`src/rtl/serial_index_select_pkg.sv`:
```
// ----------------------------------------------------------------------------
// serial_index_select_pkg
//   Shared constants for the serial index-select block and its frame position
//   tracker.
//   - ST_IDLE/ST_ARM/ST_SCAN/ST_HOLD : 2-bit FSM state encoding
//   - pos_limit()                    : saturation limit of the position counter
//                                      (2**index_width)
// ----------------------------------------------------------------------------
package serial_index_select_pkg;

   localparam logic [1:0] ST_IDLE = 2'd0;  // waiting for a request
   localparam logic [1:0] ST_ARM  = 2'd1;  // request latched, waiting for frame start
   localparam logic [1:0] ST_SCAN = 2'd2;  // walking the scanned frame
   localparam logic [1:0] ST_HOLD = 2'd3;  // result presented, waiting for out_ready

   // One past the highest addressable position. The counter parks here for
   // overlong frames, so it can never equal a stored INDEX_WIDTH-bit index.
   function automatic int pos_limit(input int index_width);
      return 1 << index_width;
   endfunction

endpackage

```
`src/rtl/serial_frame_position.sv`:
```
// ----------------------------------------------------------------------------
// serial_frame_position
//   Tracks the position of the current element inside a valid/last framed
//   stream. pos is the index of the element presented this cycle; it counts
//   up on every in_valid, saturates at 2**INDEX_WIDTH and returns to 0 after
//   an in_last element. frame_start is 1 when the next valid element is the
//   first element of a frame.
//   Ports:
//     clk, rst     : clock, async active-low reset
//     in_valid     : stream element present this cycle
//     in_last      : current element closes its frame
//     pos          : position of the current element (INDEX_WIDTH+1 bits)
//     frame_start  : next/current element opens a new frame
// ----------------------------------------------------------------------------
module serial_frame_position
   import serial_index_select_pkg::*;
#(
   parameter int INDEX_WIDTH = 3
) (
   input  logic                   clk,
   input  logic                   rst,
   input  logic                   in_valid,
   input  logic                   in_last,
   output logic [INDEX_WIDTH:0]   pos,
   output logic                   frame_start
);

   localparam logic [INDEX_WIDTH:0] LIMIT = (INDEX_WIDTH+1)'(pos_limit(INDEX_WIDTH));

   always_ff @(posedge clk or negedge rst) begin
      if (!rst) begin
         pos         <= '0;
         frame_start <= 1'b1;
      end else if (in_valid) begin
         if (in_last) begin
            pos         <= '0;
            frame_start <= 1'b1;
         end else begin
            frame_start <= 1'b0;
            if (pos != LIMIT) pos <= pos + 1'b1;
         end
      end
   end

endmodule

```
`src/rtl/serial_index_select.sv`:
```
// ----------------------------------------------------------------------------
// serial_index_select
//   Returns the element at a requested position of the next complete frame of
//   a serial stream. A request (idx) is accepted in IDLE; the block then waits
//   for a frame boundary, scans that frame one element per cycle and presents
//   the selected element (hit) or 0 (miss, frame shorter than idx+1) until the
//   downstream handshake completes. The stream is never stalled.
//   Ports:
//     clk, rst             : clock, async active-low reset
//     idx_valid/idx_ready  : request handshake, idx = requested position
//     in_valid/in/in_last  : signed element stream, last marks end of frame
//     out_valid/out_ready  : result handshake
//     out                  : selected element, 0 on miss
//     out_hit              : 1 = element found, 0 = frame ended before idx
// ----------------------------------------------------------------------------
module serial_index_select
   import serial_index_select_pkg::*;
#(
   parameter int WIDTH       = 8,
   parameter int INDEX_WIDTH = 3
) (
   input  logic                   clk,
   input  logic                   rst,
   input  logic                   idx_valid,
   output logic                   idx_ready,
   input  logic [INDEX_WIDTH-1:0] idx,
   input  logic                   in_valid,
   input  logic [WIDTH-1:0]       in,
   input  logic                   in_last,
   output logic                   out_valid,
   input  logic                   out_ready,
   output logic [WIDTH-1:0]       out,
   output logic                   out_hit
);

   logic [1:0]             state;
   logic [1:0]             state_nxt;
   logic [INDEX_WIDTH-1:0] sel_idx;
   logic [INDEX_WIDTH:0]   pos;
   logic                   frame_start;
   logic                   at_start;
   logic                   match;
   logic                   eval;

   serial_frame_position #(.INDEX_WIDTH(INDEX_WIDTH)) u_pos (
      .clk         (clk),
      .rst         (rst),
      .in_valid    (in_valid),
      .in_last     (in_last),
      .pos         (pos),
      .frame_start (frame_start)
   );

   // Element 0 of a frame: counter at 0 with the frame_start flag set.
   assign at_start = in_valid && frame_start && (pos == '0);
   // Saturated positions carry the extra MSB and therefore never match.
   assign match    = (pos == {1'b0, sel_idx});
   // The element under evaluation this cycle; ARM evaluates element 0 in the
   // same cycle it detects the boundary so no element of the frame is lost.
   assign eval     = in_valid && ((state == ST_SCAN) || ((state == ST_ARM) && at_start));

   // State register
   always_ff @(posedge clk or negedge rst) begin
      if (!rst) state <= ST_IDLE;
      else      state <= state_nxt;
   end

   // Next-state logic
   always_comb begin
      state_nxt = state;
      case (state)
         ST_IDLE: if (idx_valid) state_nxt = ST_ARM;
         ST_ARM,
         ST_SCAN: if (eval) state_nxt = (match || in_last) ? ST_HOLD : ST_SCAN;
         ST_HOLD: if (out_ready) state_nxt = ST_IDLE;
         default: state_nxt = ST_IDLE;
      endcase
   end

   // Output decode
   always_comb begin
      idx_ready = (state == ST_IDLE);
      out_valid = (state == ST_HOLD);
   end

   // Request index and result registers. A match takes priority over in_last,
   // so a match on the final element reports a hit.
   always_ff @(posedge clk or negedge rst) begin
      if (!rst) begin
         sel_idx <= '0;
         out     <= '0;
         out_hit <= 1'b0;
      end else begin
         if ((state == ST_IDLE) && idx_valid) sel_idx <= idx;
         if (eval) begin
            if (match) begin
               out     <= in;
               out_hit <= 1'b1;
            end else if (in_last) begin
               out     <= '0;
               out_hit <= 1'b0;
            end
         end
      end
   end

endmodule

```
`config.mk`:
```
export PLATFORM = sky130hd
export DESIGN_NAME = serial_index_select
export DESIGN_NICKNAME = d
export VERILOG_FILES = /design/src/rtl/serial_index_select_pkg.sv /design/src/rtl/serial_frame_position.sv /design/src/rtl/serial_index_select.sv
export SDC_FILE = /design/constraint.sdc
export NUM_CORES = 1
export LEC_CHECK = 0
export ABC_AREA = 1
export CORE_MARGIN = 5
export CORE_UTILIZATION = 50
export DETAILED_ROUTE_END_ITERATION = 7
export MAX_ROUTING_LAYER = met4
export PLACE_DENSITY = 0.83
export SLEW_MARGIN = 10
export SYNTH_ARGS = -nofsm -noshare
export SYNTH_HDL_FRONTEND = slang
export SYNTH_SLANG_ARGS = --single-unit
```
`constraint.sdc`:
```
create_clock -name clk -period 3.3 [get_ports clk]
set_input_delay 0.66 -clock clk [delete_from_list [all_inputs] [get_ports clk]]
set_output_delay 0.66 -clock clk [all_outputs]
set_load 0.01 [all_outputs]
```
Yosys cells after proc, flatten, opt, wreduce, memory -nomap -nowiden
Index checks and enable logic that the tools add are counted.
Widths: inputs -> output; s select.

storage, ports and cells
  bits of input ports = 17
  word-level logic and storage cells = 42
  bits in registers = 19

operators by class
  reduce and logical (&&, ||, !) cells = 15
  equal/unequal tests = 8
  mux-type cells = 12
  add/sub/neg operators = 1

operators with widths
  operator             number
  $mux 8               2
  $mux 4               2
  $mux 2               3
  $pmux 2 s3           1
  $logic_and 1x1->1    5
  $add 4x1->4 const B  1
  $eq 2x2->1 const B   2
  $eq 4x3->1           1
  $logic_not 4->1      1
  $mux 1               4
  $ne 2x2->1 const B   2
  $ne 4x4->1 const B   1
  $reduce_and 2->1     2
  $reduce_bool 2->1    2
  $reduce_and 3->1     1
  $eq 2x1->1 const B   1
  $logic_not 2->1      1
  $logic_or 1x1->1     2
  $ne 2x1->1 const B   1
  $reduce_or 2->1      1

Longest topological paths before layout
  depth in word-level cells = 7
  depth in mapped cells = 11

Hierarchy
A second synthesis with hierarchy kept.

second synthesis, totals
  cell total of the unflattened synthesis = 137
  area total of the unflattened synthesis = 1094.8 sq um

by module, submodules not included
  module                 instances  cells each  area an instance (sq um)
  serial_index_select    1          98          799.5
  serial_frame_position  1          39          295.3

Worst setup path before layout
No wires, ideal clock.

  kind = reg-to-reg
  start = register u_pos.pos[0]
  end = register out[0]
  data required time = 3.222 ns
  path slack = 1.932 ns
  arrival time = 1.290 ns
  cell stages (with the launch flop) = 9
  period minus slack after synthesis = 1.368 ns
  path through = dfrtp_1 > inv_1 > ha_1 > inv_1 > nor2_2 > nand3_2 > a21oi_4 > nand3_2 > o21ai_1

between the ends
  cells in the longest elaborated chain, start to end = 6
  elaborated cells between the ends (all ways) = 9

ends and longest elaborated chain
  what                               line                         text
  start: declaration                 serial_frame_position.sv:24  output logic [INDEX_WIDTH:0] pos,
  start signal: assignment           serial_frame_position.sv:40  if (pos != LIMIT) pos <= pos + 1'b1;
  $logic_not 4->1                    serial_index_select.sv:55    assign at_start = in_valid && frame_start && (pos == '0);
  $logic_and 1x1->1                  serial_index_select.sv:55
  $logic_and 1x1->1                  serial_index_select.sv:60    assign eval = in_valid && ((state == ST_SCAN) || ((state == ST_ARM) && at_start));
  $logic_or 1x1->1                   serial_index_select.sv:60
  $logic_and 1x1->1                  serial_index_select.sv:60
  $reduce_and 2->1 (no source line)  --
  end signal: assignment             serial_index_select.sv:97    out <= in;
  end: declaration                   serial_index_select.sv:32    output logic [WIDTH-1:0] out,

Parallel ways exist; a longest one is shown, timed or not.
A chain may end at the register's enable or synchronous reset.

Worst setup path in the final report
  start = register state[1]
  end = output idx_ready

between the ends
  cells in the longest elaborated chain, start to end = 1

ends and longest elaborated chain
  what                      line                       text
  start: declaration        serial_index_select.sv:36  logic [1:0] state;
  start signal: assignment  serial_index_select.sv:65  else state <= state_nxt;
  $logic_not 2->1           serial_index_select.sv:82  idx_ready = (state == ST_IDLE);
  end: declaration          serial_index_select.sv:25  output logic idx_ready,

Every way passes these cells.

==> results.toml <==
[yosys]
synth_compound_area_frac = 0.111
yosysUniqueCellTypes = 19
avgSynthCellArea_um2 = 7.92
synth_top_family_by_area = "simple AND/OR/NAND/NOR gates"
synthMuxAreaShare = 0
syn_area_um2 = 1010
synth_fp_nets = 150
synth-xor-area-share = 0
yosysSeqAreaShare = 0.474
yosysWarnings = 0
ys_ff_latch = 19
synthCells = 127
synthAdderAreaFrac = 0.0746
synth-simple-area-share = 0.244

[timing]
max_freq_ghz = 0.452
maxSlewViolCount = 0
hold_slack_ns = 0.477
setup_slack_ns = 1.09
hold_violations = 0
rsz0062_at_grt = "no"
fin_crit_ns = 2.21
tightest_slew_ns = 0.836
tns_ns = 0
slew_headroom = 0.441
setup_viol = 0
fin_skew_ns = 0.00453
period_share = 0.670

[die]
core_area_um2 = 1940
die_y_um = 54.9
start_util = 0.518
die_w_um = 54.9
io_pins = 28
rows = 16
die_area_um2 = 3010

[cts]
clk_path_buf_depth = 2
hold_buffers = 0
numCtsBuffers = 3
post_cts_buffers = 0
cts.clk_slew.worst_paths_ns = 0.10
cts_root_buf = "clkbuf_4"
htreeDepth = 1
clkSinkCount = 19
cts_tree = "yes"
insertion_delay_ns = 0.30
cts.repair.resized = 0

[layout]
antenna_cells = 0
area_growth_syn_to_layout_pct = 33.0
mostFrequentLayoutCells = "38 x nand2_1, 27 x clkdlybuf4s50_1, 25 x inv_1, 18 x dfrtp_1"
stdcell_count = 185
drive_above_1_share = 0.0886
final_common_cell = "nand2_1"
nNetsFinal = 182

[power]
p_sw_uw = 383
pwr-share-seq = 0.383
p_total_uw = 986
switching_share = 0.388
ir_drop_mv = 0.593
p_int_uw = 603
pwr_density_cell_nw_per_um2 = 737
p_clk_frac = 0.117
p_leak_uw = 0.000692
pwr-share-comb = 0.500

[grt]
first_global_vias = 882
grt_pass1_wl_um = 3520
overflow = 0
antenna_found_initial = 0
grt_max_degree = 20
grt_usage = 0.169

[routing]
route.vias.total = 888
wl_per_cell_um = 11.8
drt_iter0_markers = 11
drc_errors = 0
ant_nets = 0
vias_per_cell = 4.80
drtPass1Iterations = 4
drt_wl_total_um = 2180

[worst_setup_path]
critical_path_required_ns = 2.64
arrival_ns = 1.55
crit_path_end_kind = "output pin"
criticalPathCategory = "reg -> out"
cp-start-kind = "register"
path_max_fanout = 3

[placement]
hpwl_um = 1760
pre_cts_slack_ns = 1.37
io_buffers = 27
gp_congestion = 0.793
dp.cells = 181

[outcome]
outcome = "finished, final reports clean"

[run]
drv_cap = 0

[worst_hold_path]
hp-class = "reg -> reg"
[worst max-delay path, cell delays in order (launching register included)]
cell,delay (ns)
dfrtp_1,0.41
inv_1,0.11
ha_1,0.19
clkdlybuf4s50_1,0.54
[synth_stat cells, drive strengths merged]
cell   count  area, um2
o21ai     11       58.8
dfrtp     18        450
or2        1       6.26
nand2     39        149
nor2       9       38.8
nand3      7       45.0
dfstp      1       26.3
ha         6       75.1
and3       1       6.26
inv       26       97.6
o22ai      1       6.26
a21oi      7       46.3
[final timing paths]
path                                                 end  depth (start not counted)                          start  slack (ns)
max                                            idx_ready                          3           state[1]$_DFFE_PN0P_        1.09
min                        u_pos.frame_start$_DFFE_PN1P_                          2  u_pos.frame_start$_DFFE_PN1P_        0.48
max reg2reg                           out[3]$_DFFE_PN0P_                          8       u_pos.pos[0]$_DFFE_PN0P_        1.69
min reg2reg                u_pos.frame_start$_DFFE_PN1P_                          2  u_pos.frame_start$_DFFE_PN1P_        0.48
max in group asynchronous             out[2]$_DFFE_PN0P_                          1                            rst        1.95
min in group asynchronous            out_hit$_DFFE_PN0P_                          1                            rst        0.83
[cell families after synthesis]
group                    count (synthesis)
adder cells (fa/ha/maj)                  6
AO/OA/AOI/OAI                           19
flip-flops                              19
AND/OR/NAND/NOR                         57
buffers and inverters                   26
[stage by stage]
step,area [um2],util
5_1_grt,1340,0.689
3_3_place_gp,1310,0.675
4_1_cts,1340,0.689
6_report,1340,0.689
2_1_floorplan,1010,-
3_5_place_dp,1310,0.675
[final cells by class]
cell class / instances / area, um2
fillers: 170 / 604
flip-flops and latches: 19 / 477
multi-input cells: 82 / 432
repair buffers: 27 / 270
inverters: 26 / 97.6
well taps: 27 / 33.8
clock buffers: 3 / 22.5
clock inverters: 1 / 5.00
[power groups by stage]
stage / combinational, uW / sequential [uW] / clock [uW]
5_1_grt: 546 / 386 / 131
6_report: 493 / 377 / 115
2_1_floorplan: 275 / 390 / 0
3_5_place_dp: 497 / 378 / 0
4_1_cts: 498 / 376 / 120
3_3_place_gp: 477 / 374 / 0
[routing by layer]
metal  track usage  vias up  part of all wire
met2         0.272       29              0.49
li1              -      452                 -
met5             -        -                 0
met1         0.197      405              0.44
met3        0.0463        2             0.061
met4        0.0705        0            0.0087
[registers in the layout (all words and copies together) (netlist names)]
signal and cells:
out 8, out_hit 1, sel_idx 3, state 2, u_pos.frame_start 1, u_pos.pos 4
Note: power is estimated with default switching activity, not from simulation.
